[src/rtl/fetch_pkg.sv]
// Shared fetch-side types: FIFO entry bundle and the canonical NOP.
// Imported by the prefetch unit, its FIFO and decode.
package fetch_pkg;

  typedef struct packed {
    logic [31:0] pc;
    logic [31:0] instr;
  } fetch_entry_t;

  localparam logic [31:0] NOP_INSTR = 32'h0000_0013;

endpackage

[src/rtl/fetch_fifo.sv]
// Synchronous FIFO of fetch entries between imem return and decode.
// Flush beats push; head is read straight from registered storage.
module fetch_fifo
  import fetch_pkg::*;
#(
  parameter int DEPTH = 4
) (
  input  logic                       clk,
  input  logic                       n_rst,
  input  logic                       push,
  input  fetch_entry_t               push_data,
  input  logic                       pop,
  input  logic                       flush,
  output logic                       full,
  output logic                       empty,
  output logic [$clog2(DEPTH):0]     count,
  output fetch_entry_t               head
);

  localparam int AW = $clog2(DEPTH);
  localparam int CW = AW + 1;

  fetch_entry_t  mem_q [DEPTH];
  logic [AW-1:0] rd_ptr_q, rd_ptr_d;
  logic [AW-1:0] wr_ptr_q, wr_ptr_d;
  logic [CW-1:0] count_q, count_d;
  logic          do_push, do_pop;

  assign full    = (count_q == CW'(DEPTH));
  assign empty   = (count_q == '0);
  assign count   = count_q;
  assign head    = mem_q[rd_ptr_q];
  assign do_pop  = pop && !empty;
  assign do_push = push && (!full || do_pop);

  always_comb begin
    rd_ptr_d = rd_ptr_q;
    wr_ptr_d = wr_ptr_q;
    count_d  = count_q;
    if (flush) begin
      rd_ptr_d = '0;
      wr_ptr_d = '0;
      count_d  = '0;
    end else begin
      if (do_pop)  rd_ptr_d = rd_ptr_q + AW'(1);
      if (do_push) wr_ptr_d = wr_ptr_q + AW'(1);
      count_d = count_q + CW'(do_push) - CW'(do_pop);
    end
  end

  always_ff @(posedge clk or negedge n_rst) begin
    if (!n_rst) begin
      rd_ptr_q <= '0;
      wr_ptr_q <= '0;
      count_q  <= '0;
      for (int i = 0; i < DEPTH; i++) mem_q[i] <= '0;
    end else begin
      rd_ptr_q <= rd_ptr_d;
      wr_ptr_q <= wr_ptr_d;
      count_q  <= count_d;
      if (do_push && !flush) mem_q[wr_ptr_q] <= push_data;
    end
  end

endmodule

[src/rtl/fetch_prefetch_unit.sv]
// Fetch front end: sequential imem reads, return FIFO, redirect flush.
// Stale responses after a redirect are counted off via discard_q.
module fetch_prefetch_unit
  import fetch_pkg::*;
#(
  parameter int          DEPTH    = 4,
  parameter logic [31:0] RESET_PC = 32'h0
) (
  input  logic        clk,
  input  logic        n_rst,
  output logic        imem_req,
  output logic [31:0] imem_addr,
  input  logic        imem_gnt,
  input  logic        imem_rvalid,
  input  logic [31:0] imem_rdata,
  input  logic        redirect_valid,
  input  logic [31:0] redirect_pc,
  output logic        instr_valid,
  output logic [31:0] instr_data,
  output logic [31:0] instr_pc,
  input  logic        instr_ready
);

  localparam int CW = $clog2(DEPTH) + 1;

  logic [31:0]   fetch_pc_q, fetch_pc_d;
  logic [31:0]   pc_q, pc_d;
  logic [CW-1:0] inflight_q, inflight_d;
  logic [CW-1:0] discard_q, discard_d;
  logic [CW-1:0] fifo_count;
  logic [CW:0]   occupancy;
  logic [31:0]   redirect_tgt;
  logic          issue, drop, push, pop;
  logic          fifo_empty, fifo_full_unused;
  fetch_entry_t  push_entry, head;

  assign redirect_tgt = redirect_pc & ~32'h3;
  assign occupancy    = {1'b0, fifo_count} + {1'b0, inflight_q};

  // Gated by n_rst so the request drops the moment reset asserts
  assign imem_req  = n_rst && !redirect_valid &&
                     (occupancy < (CW+1)'(DEPTH));
  assign imem_addr = fetch_pc_q;
  assign issue     = imem_req && imem_gnt;

  assign drop = imem_rvalid && (discard_q != '0);
  assign push = imem_rvalid && !drop && !redirect_valid;
  assign push_entry = '{pc: pc_q, instr: imem_rdata};

  assign instr_valid = !fifo_empty && !redirect_valid;
  assign pop         = instr_valid && instr_ready;
  assign instr_data  = head.instr;
  assign instr_pc    = head.pc;

  always_comb begin
    inflight_d = inflight_q + CW'(issue) - CW'(imem_rvalid);
    discard_d  = discard_q - CW'(drop);
    fetch_pc_d = issue ? fetch_pc_q + 32'd4 : fetch_pc_q;
    pc_d       = push ? pc_q + 32'd4 : pc_q;
    if (redirect_valid) begin
      fetch_pc_d = redirect_tgt;
      pc_d       = redirect_tgt;
      discard_d  = inflight_d;
    end
  end

  always_ff @(posedge clk or negedge n_rst) begin
    if (!n_rst) begin
      fetch_pc_q <= RESET_PC;
      pc_q       <= RESET_PC;
      inflight_q <= '0;
      discard_q  <= '0;
    end else begin
      fetch_pc_q <= fetch_pc_d;
      pc_q       <= pc_d;
      inflight_q <= inflight_d;
      discard_q  <= discard_d;
    end
  end

  fetch_fifo #(.DEPTH(DEPTH)) u_fifo (
    .clk       (clk),
    .n_rst     (n_rst),
    .push      (push),
    .push_data (push_entry),
    .pop       (pop),
    .flush     (redirect_valid),
    .full      (fifo_full_unused),
    .empty     (fifo_empty),
    .count     (fifo_count),
    .head      (head)
  );

endmodule

[config.mk]
export PLATFORM = sky130hd
export DESIGN_NAME = fetch_prefetch_unit
export DESIGN_NICKNAME = d
export VERILOG_FILES = /design/src/rtl/fetch_pkg.sv /design/src/rtl/fetch_fifo.sv /design/src/rtl/fetch_prefetch_unit.sv
export SDC_FILE = /design/constraint.sdc
export NUM_CORES = 1
export LEC_CHECK = 0
export CAP_MARGIN = 20
export CORE_ASPECT_RATIO = 1.25
export CORE_MARGIN = 2
export CORE_UTILIZATION = 40
export DETAILED_ROUTE_END_ITERATION = 12
export HOLD_SLACK_MARGIN = 0.02
export PLACE_DENSITY = 0.67
export SLEW_MARGIN = 40
export SYNTH_ARGS = -nofsm -noshare
export SYNTH_HDL_FRONTEND = slang
export SYNTH_SLANG_ARGS = --single-unit
[constraint.sdc]
create_clock -name clk -period 3.4 [get_ports clk]
set_clock_uncertainty 0.1 [all_clocks]
set_input_delay 0.68 -clock clk [delete_from_list [all_inputs] [get_ports clk]]
set_output_delay 0.68 -clock clk [all_outputs]
set_load 0.005 [all_outputs]
==> results.ini, run 1 <==
[worst_setup_path]
cp_num_cells = 4
worstPathMaxFanout = 4
critPathBufInv = 1
setup.worst_path.class = flop to primary output
timing.rr.start = u_fifo.count[2]
timing.reg2reg.worst_path_depth = 13
slowest_stage_delay_on_critical_path_ns = 0.51
worstPathCellList = ha_1, nor4b_1, and3_1, clkdlybuf4s50_1
critical_path.top_delay_family = simple AND/OR/NAND/NOR gates
cp.required_ns = 2.62
critPathLaunchType = flop
worst_path_max_delay_cell = clkdlybuf4s50_1
kind_of_capture_point_of_the_worst_setup_path = primary output
critPathLaunch = u_fifo.count[2]
wp_data_arrival_ns = 2.45

[finish]
final_cell_area_sq_um = 18400
layout-area-overhead-vs-synth_pct = 24.4
nFillCells = 3090
antenna_cells_inserted = 0
final_layout_size_suffix_gt1_share_pct = 34.3
multi_input_area_sq_um = 6380
finish.net_count = 1316
register_area_sq_um = 8040

[drt]
antenna_violating_nets_post_route = 0
route.final.wire_length_um = 33500
detailroute.via_count = 9388
remaining_drc_errors = 0
drt-wirelength-per-cell_um = 19.3
drt_iter0_markers = 577
drtPass1Iterations = 5
avgViaCountPerCell = 5.41

[floorplan]
die_width_um = 176
die-area_sq_um = 38600
core_region_area_sq_um = 36400
placement_rows = 78
io_pins = 168
initial_core_util_pct = 40.7
chipHeight_um = 219

[timing]
timing.final.max_slew_violations = 0
rsz0062_at_grt = false
worst-slew-pin-transition_ns = 0.607
timing.fmax_mhz = 309
final-setup-viol-count = 0
timing.slew.headroom_pct = 59.6
final_report_hold_violation_count = 0
totalNegativeSetupSlack_ns = 0
post-route-min-period_ns = 3.23
final_critical_path_share_of_the_clock_period_pct = 95.1

[placement]
dp.final_hpwl_um = 21900
io_buffer_count = 161
gpl.final_weighted_congestion = 0.847
dpl-instance-area_sq_um = 17100

[synth]
asyncSetResetFlopFracSynth_pct = 100
synth_edf_count = 0
synth_top_flop_cell = dfrtp_1
synthCells = 1065
ys_ff_latch = 321
synth_seq_area_share_pct = 54.2
synth_warnings = 0
syn_area_sq_um = 14800
avgSynthCellArea_sq_um = 13.9
yosysUniqueCellTypes = 48

[power]
p_leak_nw = 8.03
irDropWorstVdd_v = 0.000322
power_density_over_cell_area_nw_per_um2 = 709

[grt]
grt_pass1_wl_um = 54400
largest_net_degree_at_the_start_of_global_routing = 151
gr-total-overflow = 0
vias_in_the_first_global_route = 9835
grtUsageTotal_pct = 17.9
grt_antenna_before_repair = 0

[cts]
numCtsBuffers = 35
cts_hold_buffers = 0
insertion_delay_ns = 0.52
max-clock-path-buffers = 3
h-tree-depth = 2
root_buffer = clkbuf_16
cts_resized = 0
cts_tree = yes
cts_setup_buffers = 0
sinks_on_the_clock_net = 321
cts.reportedPaths.clkPinSlew_ns = 0.06

[min_path]
worst_hold_path_type = input port to async pin

[status]
run_status = completed

[run]
cap_viol_max_count = 0

cells by family after synthesis:
kind of cell    Yosys count  synth area share, %
compound gates           70                 3.06
xor+xnor                 40                 2.36
flops                   321                 54.2
simple gates            193                 6.73
mux                     324                 29.3
other cells               1               0.0253
buf+inv                 100                 2.89
fa+ha+maj                16                 1.45
where the power goes:
group	internal, mW	switching, mW
sequential	4.65	0.568
clock	2.54	1.56
combinational	2.45	1.31
total	9.63	3.44
final timing paths:
path / endpoint / slack, ns
max: imem_req / 0.17
min in group clk: u_fifo.mem_q[9] / 0.40
min reg2reg: u_fifo.mem_q[9] / 0.40
max in group asynchronous: u_fifo.mem_q[200] / 1.85
min: u_fifo.mem_q[92] / 0.12
max reg2reg: discard_q[2] / 0.33
state kept, by name (all words and copies together) (netlist names):
register and cells:
u_fifo.count 3, u_fifo.mem_q 248, u_fifo.rd_ptr_q 2, inflight_q 3
pc_q 30, discard_q 3, imem_addr 30, u_fifo.wr_ptr_q 2
worst register-to-register path, cell delays in order, from the launching register on:
cell and delay [ns]:
dfrtp_1 0.42, ha_1 0.29, nor4b_1 0.47, and4_1 0.30, inv_1 0.07, ha_1 0.26
inv_1 0.06, ha_1 0.14, inv_1 0.05, fa_1 0.38, xnor2_1 0.18, xnor2_1 0.17
nand2_1 0.07, o21ai_0 0.06
per-layer routing:
metal / GRT usage [%] / vias up / part of all wire, %
li1: - / 4225 / -
met4: 5.21 / 0 / 1.9
met2: 30.1 / 227 / 50
met1: 23.8 / 4898 / 44
met3: 2.91 / 38 / 4.7
met5: 0 / - / 0
cell usage after synthesis, drive strengths merged, types with 12 or more instances:
master	instances	share of area, %
ha	14	1.2
xnor2	22	1.3
o211ai	14	0.71
o21ai	32	1.1
xor2	18	1.1
dfrtp	321	54
or4	13	0.71
nand2	59	1.5
inv	26	0.66
mux2	256	19
buf	46	1.5
nand4	20	0.89
clkbuf	28	0.72
mux4	62	9.4
nand3	28	0.98
nor3	12	0.41
nor2	26	0.66
cell type report:
cell class / count / share of cell area, %
timing repair buffer: 199 / 11.3
tap: 480 / 3.26
clock inverter: 15 / 1.32
sequential: 321 / 43.6
multi-input combinational: 647 / 34.6
clock buffer: 48 / 5.45
inverter: 26 / 0.529
per-stage QoR:
step           util [%]  power, mW  setup WS (ns)  hold slack (ns)  std cells
6_report           50.6       13.1          0.166            0.125       1736
5_1_grt            50.6       13.8         0.0859            0.146       1736
4_1_cts            50.5       13.3          0.124            0.125       1734
3_5_place_dp       47.1       9.10         0.0902            0.390       1671
3_3_place_gp       47.1       8.98         0.0333            0.384       1671
2_1_floorplan         -       7.17         0.0384            0.284       1068
layout by cell type, fill, tap and decap left out, drive strengths merged, types with 9 or more instances in the layout:
cell / count
buf: 40
clkbuf: 48
clkdlybuf4s50: 159
dfrtp: 321
ha: 14
inv: 29
mux2: 256
mux4: 62
nand2: 59
nand3: 28
nand4: 20
nor2: 26
nor3: 12
o211ai: 14
o21ai: 32
o311ai: 9
or4: 13
xnor2: 22
xor2: 18
(Power assumes the default switching activity.)
==> run 2, diff against run 1 <==
Clock period 3.4 ns to 2.7 ns, I/O delays scaled along.
==> results.ini, run 2 (synthesis gave the netlist of run 1 again) <==
[grt]
grt_antenna_before_repair = 0
vias_in_the_first_global_route = 10500
groute.layer.met1.usage_pct = 24.8
gr-total-overflow = 0
grtUsageTotal_pct = 19.0
grt_util_met3_pct = 3.34
grt_pass1_wl_um = 57600
largest_net_degree_at_the_start_of_global_routing = 85
grt.met2_usage_pct = 32.1
globalRoute.busiestLayer = met2

[finish]
layout-area-overhead-vs-synth_pct = 27.8
layout_commonest_cell = dfrtp_1
finish.net_count = 1386
nFillCells = 3067
mostFrequentLayoutCells = dfrtp_1, mux2_2, clkdlybuf4s50_1, buf_4, mux4_2
top_register = u_fifo.mem_q
max_ffs_per_register = 248
final_cell_area_sq_um = 18900
final_layout_size_suffix_gt1_share_pct = 42.5
antenna_cells_inserted = 0

[floorplan]
die-area_sq_um = 38600
io_pins = 168
die_width_um = 176
placement_rows = 78
core_region_area_sq_um = 36400
chipHeight_um = 219
initial_core_util_pct = 40.7

[power]
netSwitchingPower_mw = 4.51
power_density_over_cell_area_nw_per_um2 = 863
switching_share_pct = 27.6
internal_power_mw = 11.8
seqPwrFrac_pct = 40.0
power_frac_comb_pct = 31.3
irDropWorstVdd_v = 0.000361
p_leak_nw = 8.47
power.share.clock_pct = 28.7

[placement]
dpl-instance-area_sq_um = 17600
io_buffer_count = 161
gpl.final_weighted_congestion = 0.818
dp_worst_setup_slack_ns = -0.363
dp.final_hpwl_um = 23400

[min_path]
timing.hold.worst.start = redirect_valid
worst_hold_path_type = input port to flop

[timing]
setup_ws_ns = -0.0479
timing.final.max_slew_violations = 0
worst-slew-pin-transition_ns = 0.713
totalNegativeSetupSlack_ns = -0.0479
hold_slack_ns = 0.325
post-route-min-period_ns = 2.75
timing.slew.headroom_pct = 52.5
final_critical_path_share_of_the_clock_period_pct = 102
final-setup-viol-count = 1
timing.fmax_mhz = 364
rsz0062_at_grt = true
final_report_hold_violation_count = 0

[cts]
h-tree-depth = 2
numCtsBuffers = 35
root_buffer = clkbuf_16
cts_tree = yes
sinks_on_the_clock_net = 321
insertion_delay_ns = 0.53
max-clock-path-buffers = 3
cts.reportedPaths.clkPinSlew_ns = 0.06

[drt]
antenna_violating_nets_post_route = 0
remaining_drc_errors = 0
detailroute.via_count = 9621
drtPass1Iterations = 4
drt-wirelength-per-cell_um = 19.5
avgViaCountPerCell = 5.33
route.final.wire_length_um = 35300
drt_iter0_markers = 541

[worst_setup_path]
critPathLaunch = u_fifo.rd_ptr_q[0]
worstPathMaxFanout = 8
cp.required_ns = 2.06
wp_data_arrival_ns = 2.11
kind_of_capture_point_of_the_worst_setup_path = primary output
timing.rr.start = u_fifo.count[2]
setup.worst_path.class = flop to primary output
critPathLaunchType = flop

[status]
failed_checks = negative setup slack
run_status = finished with violations

[run]
cap_viol_max_count = 0

-- run 2: metal layers --
metal  share of wire [%]  wire length, um
met4                 2.8             1000
met3                 4.8             1700
met1                  43            15100
met2                  50            17500
met5                   0                0
-- run 2: power by group through the flow --
stage	logic [mW]	clock network [mW]	registers, mW
after floorplan	2.72	0	6.38
after global placement	4.98	0	6.55
after detailed placement	5.07	0	6.61
after CTS	5.16	4.82	6.53
after global routing	5.57	5.05	6.67
final	5.12	4.70	6.54
-- run 2: path summary, 6_finish.rpt --
| kind | endpoint | slack [ns] | depth (start not counted) |
|---|---|---|---|
| worst max-delay path | instr_data[1] | -0.05 | 6 |
| worst min-delay path | u_fifo.count[0] | 0.33 | 3 |
| worst max register to register | discard_q[2] | 0.04 | 13 |
| worst min register to register | u_fifo.mem_q[77] | 0.40 | 1 |
| max in group asynchronous | u_fifo.mem_q[17] | 0.96 | 5 |
| min in group asynchronous | pc_q[4] | 0.46 | 3 |
-- run 2: area by class of cell --
class | instances | area (sq um) | share of cell area (%)
Sequential cell | 321 | 8040 | 42.4
Multi-Input combinational cell | 647 | 6430 | 34.0
Timing Repair Buffer | 269 | 2650 | 14.0
Clock buffer | 52 | 1000 | 5.28
Tap cell | 480 | 601 | 3.17
Clock inverter | 11 | 121 | 0.641
Inverter | 26 | 100 | 0.528
-- run 2: stage by stage --
stage | utilization, % | std cells | power, mW
after floorplan | - | 1068 | 9.09
after global placement | 48.3 | 1709 | 11.5
after detailed placement | 48.4 | 1710 | 11.7
after CTS | 51.9 | 1799 | 16.5
after global routing | 52.0 | 1806 | 17.3
final | 52.0 | 1806 | 16.4
-- run 2: critical path, cell delays in order, from the launching register on --
cell and delay [ns]:
dfrtp_4 0.51, buf_12 0.15, buf_16 0.14, buf_6 0.12, buf_6 0.11, mux4_2 0.43, buf_6 0.14
-- run 2: repair_timing --
item | 4_1_cts | 5_1_grt
pin swaps | 4 | 2
buffers inserted | 21 | 10
gates resized for setup | 243 | 28
hold buffers | 1 | 0
hold endpoints to repair | 6 | 0
cloned | 5 | 0
endpoints found under the setup margin | 65 | 46
